**src/rtl/riscv_pkg.sv**
```systemverilog
// rtl/riscv_pkg.sv - shared RV32I encodings for the multicycle controller and datapath
package riscv_pkg;

    localparam int XLEN = 32;

    typedef enum logic [6:0] {
        OP_LOAD   = 7'h03,
        OP_ITYPE  = 7'h13,
        OP_STORE  = 7'h23,
        OP_RTYPE  = 7'h33,
        OP_BRANCH = 7'h63,
        OP_JAL    = 7'h6f
    } opcodetype;

    typedef enum logic [2:0] {
        ALU_ADD = 3'b000,
        ALU_SUB = 3'b001,
        ALU_AND = 3'b010,
        ALU_OR  = 3'b011,
        ALU_SLT = 3'b101
    } alu_control_t;

    typedef enum logic [1:0] {IMM_I = 2'b00, IMM_S = 2'b01, IMM_B = 2'b10, IMM_J = 2'b11} imm_src_t;
    typedef enum logic [1:0] {SRCA_PC = 2'b00, SRCA_OLDPC = 2'b01, SRCA_A = 2'b10, SRCA_ZERO = 2'b11} alu_src_a_t;
    typedef enum logic [1:0] {SRCB_B = 2'b00, SRCB_IMM = 2'b01, SRCB_FOUR = 2'b10, SRCB_ZERO = 2'b11} alu_src_b_t;
    typedef enum logic [1:0] {RES_ALUOUT = 2'b00, RES_DATA = 2'b01, RES_ALURESULT = 2'b10, RES_ZERO = 2'b11} result_src_t;

    function automatic logic [XLEN-1:0] imm_extend(input logic [31:0] instr, input logic [1:0] src);
        case (src)
            IMM_I:   imm_extend = {{20{instr[31]}}, instr[31:20]};
            IMM_S:   imm_extend = {{20{instr[31]}}, instr[31:25], instr[11:7]};
            IMM_B:   imm_extend = {{20{instr[31]}}, instr[7], instr[30:25], instr[11:8], 1'b0};
            default: imm_extend = {{12{instr[31]}}, instr[19:12], instr[20], instr[30:21], 1'b0};
        endcase
    endfunction

endpackage

```
**src/rtl/multicycle_datapath_if.sv**
```systemverilog
// rtl/multicycle_datapath_if.sv - controller/memory <-> datapath signal bundle; Misalign exists only with DP_MISALIGN_CHK_EN
interface multicycle_datapath_if;
    import riscv_pkg::*;

    logic [1:0]      ImmSrc;
    logic [1:0]      ALUSrcA;
    logic [1:0]      ALUSrcB;
    logic [1:0]      ResultSrc;
    logic            AdrSrc;
    logic [2:0]      ALUControl;
    logic            IRWrite;
    logic            PCWrite;
    logic            RegWrite;
    logic [XLEN-1:0] ReadData;
    logic [XLEN-1:0] Adr;
    logic [XLEN-1:0] WriteData;
    logic [6:0]      op;
    logic [2:0]      funct3;
    logic            funct7b5;
    logic            Zero;
`ifdef DP_MISALIGN_CHK_EN
    logic            Misalign;
`endif

    modport master (
        output ImmSrc, ALUSrcA, ALUSrcB, ResultSrc, AdrSrc, ALUControl,
        output IRWrite, PCWrite, RegWrite, ReadData,
`ifdef DP_MISALIGN_CHK_EN
        input  Misalign,
`endif
        input  Adr, WriteData, op, funct3, funct7b5, Zero
    );

    modport slave (
        input  ImmSrc, ALUSrcA, ALUSrcB, ResultSrc, AdrSrc, ALUControl,
        input  IRWrite, PCWrite, RegWrite, ReadData,
`ifdef DP_MISALIGN_CHK_EN
        output Misalign,
`endif
        output Adr, WriteData, op, funct3, funct7b5, Zero
    );

endinterface

```
**src/rtl/riscv_regfile.sv**
```systemverilog
// rtl/riscv_regfile.sv - 32x32 register file, two combinational reads, one synchronous write, x0 hardwired to 0
module riscv_regfile
    import riscv_pkg::*;
(
    input  logic            clk,
    input  logic            reset,
    input  logic            we,
    input  logic [4:0]      a1,
    input  logic [4:0]      a2,
    input  logic [4:0]      a3,
    input  logic [XLEN-1:0] wd,
    output logic [XLEN-1:0] rd1,
    output logic [XLEN-1:0] rd2
);

    logic [XLEN-1:0] regs [32];

    always_ff @(posedge clk or posedge reset) begin
        if (reset) begin
            for (int i = 0; i < 32; i++) regs[i] <= '0;
        end else if (we && (a3 != 5'd0)) begin
            regs[a3] <= wd;
        end
    end

    // Reads see the pre-edge contents, so a same-cycle write is visible one cycle later.
    assign rd1 = (a1 == 5'd0) ? '0 : regs[a1];
    assign rd2 = (a2 == 5'd0) ? '0 : regs[a2];

endmodule

```
**src/rtl/multicycle_datapath.sv**
```systemverilog
// rtl/multicycle_datapath.sv - multicycle RV32I datapath; optional Misalign flag under DP_MISALIGN_CHK_EN
module multicycle_datapath
    import riscv_pkg::*;
#(
    parameter logic [XLEN-1:0] RESET_PC = 32'h0000_0000
) (
    input logic                    clk,
    input logic                    reset,
    multicycle_datapath_if.slave   bus
);

    logic [XLEN-1:0] pc, old_pc, ir, a_reg, b_reg, alu_out, data_reg;
    logic [XLEN-1:0] rd1, rd2, imm_ext, src_a, src_b, alu_result, result;

    riscv_regfile u_regfile (
        .clk   (clk),
        .reset (reset),
        .we    (bus.RegWrite),
        .a1    (ir[19:15]),
        .a2    (ir[24:20]),
        .a3    (ir[11:7]),
        .wd    (result),
        .rd1   (rd1),
        .rd2   (rd2)
    );

    assign imm_ext = imm_extend(ir, bus.ImmSrc);

    always_comb begin
        case (bus.ALUSrcA)
            SRCA_PC:    src_a = pc;
            SRCA_OLDPC: src_a = old_pc;
            SRCA_A:     src_a = a_reg;
            default:    src_a = '0;
        endcase
        case (bus.ALUSrcB)
            SRCB_B:     src_b = b_reg;
            SRCB_IMM:   src_b = imm_ext;
            SRCB_FOUR:  src_b = 32'd4;
            default:    src_b = '0;
        endcase
    end

    always_comb begin
        case (bus.ALUControl)
            ALU_ADD: alu_result = src_a + src_b;
            ALU_SUB: alu_result = src_a - src_b;
            ALU_AND: alu_result = src_a & src_b;
            ALU_OR:  alu_result = src_a | src_b;
            ALU_SLT: alu_result = ($signed(src_a) < $signed(src_b)) ? 32'd1 : 32'd0;
            default: alu_result = '0;
        endcase
    end

    always_comb begin
        case (bus.ResultSrc)
            RES_ALUOUT:    result = alu_out;
            RES_DATA:      result = data_reg;
            RES_ALURESULT: result = alu_result;
            default:       result = '0;
        endcase
    end

    // OldPC samples the pre-update PC when fetch writes IR and PC on the same edge.
    always_ff @(posedge clk or posedge reset) begin
        if (reset) begin
            pc       <= RESET_PC;
            old_pc   <= '0;
            ir       <= '0;
            a_reg    <= '0;
            b_reg    <= '0;
            alu_out  <= '0;
            data_reg <= '0;
        end else begin
            a_reg    <= rd1;
            b_reg    <= rd2;
            alu_out  <= alu_result;
            data_reg <= bus.ReadData;
            if (bus.IRWrite) begin
                ir     <= bus.ReadData;
                old_pc <= pc;
            end
            if (bus.PCWrite) pc <= result;
        end
    end

    assign bus.Adr       = bus.AdrSrc ? result : pc;
    assign bus.WriteData = b_reg;
    assign bus.op        = ir[6:0];
    assign bus.funct3    = ir[14:12];
    assign bus.funct7b5  = ir[30];
    assign bus.Zero      = (alu_result == '0);

`ifdef DP_MISALIGN_CHK_EN
    assign bus.Misalign = (bus.PCWrite && (result[1:0] != 2'b00)) ||
                          (bus.AdrSrc && (bus.Adr[1:0] != 2'b00));
`endif

endmodule

```
**src/flat_wrapper.sv**
```systemverilog
// flat-port wrapper written by rule: the top's interface ports become plain ports
module multicycle_datapath_flat import riscv_pkg::*;
#(
    parameter logic [XLEN-1:0] RESET_PC = 32'h0000_0000
)
  (clk, reset, bus_ImmSrc, bus_ALUSrcA, bus_ALUSrcB, bus_ResultSrc, bus_AdrSrc, bus_ALUControl, bus_IRWrite, bus_PCWrite, bus_RegWrite, bus_ReadData, bus_Adr, bus_WriteData, bus_op, bus_funct3, bus_funct7b5, bus_Zero);
  multicycle_datapath_if bus_i ();
  input logic clk;
  input logic reset;
  input wire logic [$bits(bus_i.ImmSrc)-1:0] bus_ImmSrc;
  input wire logic [$bits(bus_i.ALUSrcA)-1:0] bus_ALUSrcA;
  input wire logic [$bits(bus_i.ALUSrcB)-1:0] bus_ALUSrcB;
  input wire logic [$bits(bus_i.ResultSrc)-1:0] bus_ResultSrc;
  input wire logic [$bits(bus_i.AdrSrc)-1:0] bus_AdrSrc;
  input wire logic [$bits(bus_i.ALUControl)-1:0] bus_ALUControl;
  input wire logic [$bits(bus_i.IRWrite)-1:0] bus_IRWrite;
  input wire logic [$bits(bus_i.PCWrite)-1:0] bus_PCWrite;
  input wire logic [$bits(bus_i.RegWrite)-1:0] bus_RegWrite;
  input wire logic [$bits(bus_i.ReadData)-1:0] bus_ReadData;
  output wire logic [$bits(bus_i.Adr)-1:0] bus_Adr;
  output wire logic [$bits(bus_i.WriteData)-1:0] bus_WriteData;
  output wire logic [$bits(bus_i.op)-1:0] bus_op;
  output wire logic [$bits(bus_i.funct3)-1:0] bus_funct3;
  output wire logic [$bits(bus_i.funct7b5)-1:0] bus_funct7b5;
  output wire logic [$bits(bus_i.Zero)-1:0] bus_Zero;
  assign bus_i.ImmSrc = bus_ImmSrc;
  assign bus_i.ALUSrcA = bus_ALUSrcA;
  assign bus_i.ALUSrcB = bus_ALUSrcB;
  assign bus_i.ResultSrc = bus_ResultSrc;
  assign bus_i.AdrSrc = bus_AdrSrc;
  assign bus_i.ALUControl = bus_ALUControl;
  assign bus_i.IRWrite = bus_IRWrite;
  assign bus_i.PCWrite = bus_PCWrite;
  assign bus_i.RegWrite = bus_RegWrite;
  assign bus_i.ReadData = bus_ReadData;
  assign bus_Adr = bus_i.Adr;
  assign bus_WriteData = bus_i.WriteData;
  assign bus_op = bus_i.op;
  assign bus_funct3 = bus_i.funct3;
  assign bus_funct7b5 = bus_i.funct7b5;
  assign bus_Zero = bus_i.Zero;
  multicycle_datapath #(.RESET_PC(RESET_PC)) u_core (.clk(clk), .reset(reset), .bus(bus_i));
endmodule
```
**config.mk**
```make
export PLATFORM = sky130hd
export DESIGN_NAME = multicycle_datapath_flat
export DESIGN_NICKNAME = d
export VERILOG_FILES = /design/src/rtl/riscv_pkg.sv /design/src/rtl/multicycle_datapath_if.sv /design/src/rtl/riscv_regfile.sv /design/src/rtl/multicycle_datapath.sv /design/src/flat_wrapper.sv
export SDC_FILE = /design/constraint.sdc
export NUM_CORES = 2
export LEC_CHECK = 0
export ABC_CLOCK_PERIOD_IN_PS = 46900
export BUFFER_PORTS_ARGS = -buffer_cell sky130_fd_sc_hd__buf_2
export CAP_MARGIN = 5
export CORE_ASPECT_RATIO = 1.5
export CORE_UTILIZATION = 57
export CTS_CLUSTER_DIAMETER = 80
export CTS_CLUSTER_SIZE = 10
export DETAILED_ROUTE_END_ITERATION = 8
export PLACE_DENSITY_LB_ADDON = 0.3
export SYNTH_ARGS = -nofsm -noshare
export SYNTH_HDL_FRONTEND = slang
export SYNTH_SLANG_ARGS = --single-unit
export TNS_END_PERCENT = 10
```
**constraint.sdc**
```tcl
create_clock -name clk -period 46.9 [get_ports clk]
set_input_delay 4.69 -clock clk [delete_from_list [all_inputs] [get_ports clk]]
set_output_delay 4.69 -clock clk [all_outputs]
set_load 0.02 [all_outputs]
```
==> flow_summary.toml <==
[outcome]
run_status = "finished, final reports clean"

[routing]
wl_per_cell_um = 31.0
vias = 49732
highest_layer = "met5"
drtIter0Drc = 5598
postRouteAntennaNets = 0
drt_wl_total_mm = 226
post-route-drc-count = 0
m1WireLength_mm = 76.2
viasPerCell = 6.85
drt_pass1_iterations = 6
dr_wl_met3_mm = 19.9
wl_met2_mm = 109

[logic_synthesis]
synth_nets = 6041
ys_ff_latch = 1248
yosysWarnings = 0
synthesis.area_sq_um = 66100
yosysUniqueCellTypes = 83
ys_seq_area_share_pct = 47.3
syn_inst = 5891
synth_top_area_share_pct = 47.3
synth_commonest_cells = "dfrtp_1 (1248), nor2_1 (905), a21oi_1 (755), mux4_2 (640), nand2_1 (488)"
synth-async-reset-ratio_pct = 100
avgSynthCellArea_sq_um = 11.2
synth_edf_count = 0
ys.flop_type = "dfrtp_1"
synth_top_cell_by_area = "dfrtp_1"
synth_most_common_cell = "dfrtp_1"
synth_area_leaders = "dfrtp_1 (47%), mux4_2 (22%), a21oi_1 (5.7%), nor2_1 (5.1%), o21ai_0 (3.1%)"

[clock_network]
cts_hold_buf = 0
cts-root-buf = "clkbuf_16"
cts_num_sinks = 1248
cts_tree = "built"
clock_path_buffers = 3
post_cts_resized = 0
cts_setup_buffers = 0
cts_buffers = 143
clk_latency_ns = 0.78
cts_max_level = 4
clkTransAtPathRegs_ns = 0.05

[power_and_ir_drop]
comb_power_share_pct = 31.5
p_per_area_nw_per_um2 = 55.5
switching_share_pct = 34.2
internal_power_mw = 2.61
switchingPower_mw = 1.36
clkPwrFrac_pct = 25.1
max-vdd-ir-drop_mv = 0.0409
p_seq_share_pct = 43.5
p_leak_nw = 30.6

[floorplan]
start_util_pct = 57.6
boundaryPins = 125
dieArea_sq_um = 117000
die_h_um = 419
core_area_sq_um = 115000
fp-row-count = 152
die_w_um = 280

[sta]
tightest_slew_ns = 1.27
clock.fmax_mhz = 63.1
slew_headroom_pct = 14.5
fin_setup_tns_ns = 0
setup_viol = 0
maxSlewViolCount = 0
post-route-period-util_pct = 33.8
skew_ns = 0.0328
period_minus_slack_ns = 15.84
hold_violations = 0
rsz0062_at_grt = "no"

[worst_hold_path]
min_to = "u_core.u_regfile.regs[997]"
min-delay-start = "u_core.u_regfile.regs[997]"
hold_class = "register to register"
hold_depth = 0

[global_routing]
antenna_found_initial = 15
grt_overflow = 0
grt_pass1_vias = 50312
track_usage_pct = 39.5
grt_pass1_wl_mm = 332
grt_max_degree = 198

[cells_and_area]
drive_gt1_share_pct = 21.4
fill_cells = 8752
largest_register_ff_count = 1024
final_util_pct = 62.4
fin_nets = 5848
ff_latch_area_sq_um = 31300
multiInputGateArea_sq_um = 32500
largest-register = "u_core.u_regfile.regs"
area_delta_synth_final_pct = 8.31

[setup_path]
worst_setup_path_start_kind = "primary input"
rrSetupSlack_ns = 40.36
r2r_end = "u_core.u_regfile.regs[829]"
cp-end-kind = "output port"
rr_startpoint = "u_core.ir[20]"
required_ns = 42.21
path_class = "primary input to output port"
ff2ff_path_depth = 16
cp_data_arrival_time_ns = 11.15
cp_max_fo = 33

[placed_design]
port-buffer-count = 124
dp_hpwl_mm = 140
place_congestion = 1.04

[run]
drv_cap = 0
[stage by stage]
stage          cells  worst slack [ns]  hold WS (ns)  power [mW]  cell area [sq um]
2_1_floorplan   5891              7.04         0.441        2.56              66100
3_3_place_gp    7093             31.22         0.376        2.90              67700
3_5_place_dp    7093             31.17         0.384        2.96              67700
4_1_cts         7260             31.18         0.395        3.96              71500
5_1_grt         7261             30.89         0.407        4.15              71500
6_report        7265             31.06         0.391        3.97              71500
[worst max-delay path, cell delays in order]
cell and delay [ns]:
buf_2 0.48, inv_1 0.56, nor3_1 0.32, a21oi_1 0.09, nor2_1 0.35, ha_1 0.30, nor2b_1 0.27, o211ai_2 0.18
a2111oi_4 1.06, o21ai_2 0.35, mux2i_1 0.26, xnor2_1 0.09, o221ai_1 0.30, nor2_1 0.07, nor3_1 0.21, a21oi_2 0.05
buf_4 0.26, a21oi_1 0.90, buf_2 0.32
[power by group through the flow]
| stage | Combinational (mW) | Sequential (mW) | Clock [mW] |
|---|---|---|---|
| after global placement | 1.20 | 1.69 | 0 |
| after CTS | 1.24 | 1.71 | 1.00 |
| final | 1.25 | 1.73 | 0.996 |
| after floorplan | 0.932 | 1.63 | 0 |
| after detailed placement | 1.23 | 1.73 | 0 |
| after global routing | 1.35 | 1.76 | 1.04 |
[routing by layer]
layer	vias to the layer above	global-route usage [%]
li1	20763	-
met1	25226	46.6
met2	2821	63.0
met3	910	8.78
met4	12	30.8
met5	-	0
[worst max-delay path by stage]
stage,startpoint,to,slack [ns],cells after the start
6_report,bus_ALUSrcB[0],bus_Adr[13],31.06,19
5_1_grt,bus_ALUSrcB[0],bus_Zero,30.89,19
4_1_cts,bus_ALUSrcB[0],bus_Adr[12],31.18,20
3_5_place_dp,bus_ALUSrcB[0],bus_Adr[12],31.17,20
3_3_place_gp,bus_ALUSrcB[0],bus_Adr[24],31.22,19
2_1_floorplan,reset,u_core.a_reg[0],7.04,1
[logic make-up after synthesis]
kind of cell	after synthesis	share of synthesized area, %
and+or+nand+nor	1564	9.53
AOI/OAI and AO/OA	1424	11.9
DFF	1248	47.3
muxes	836	24.9
buffers and inverters	688	4.06
adders and majority gates	101	1.94
xor gates and xnor gates	30	0.409
[final cells by class]
class                           count  area share (%)
Antenna cell                        5          0.0175
Timing Repair Buffer              245            2.23
Multi-Input combinational cell   3955            45.4
Inverter                          105           0.561
Clock buffer                      158            5.26
Sequential cell                  1248            43.7
Clock inverter                      9           0.164
Tap cell                         1540            2.69
[cell usage in the layout, fill, tap and decap left out, types with 117 or more instances in the layout]
master and instances:
dfrtp_1 1238, nor2_1 885, a21oi_1 735, mux4_2 640, nand2_1 473, o21ai_0 412, clkbuf_16 149, mux2i_1 124
buf_2 123, buf_4 117
Power figures use the tool's default switching activity.
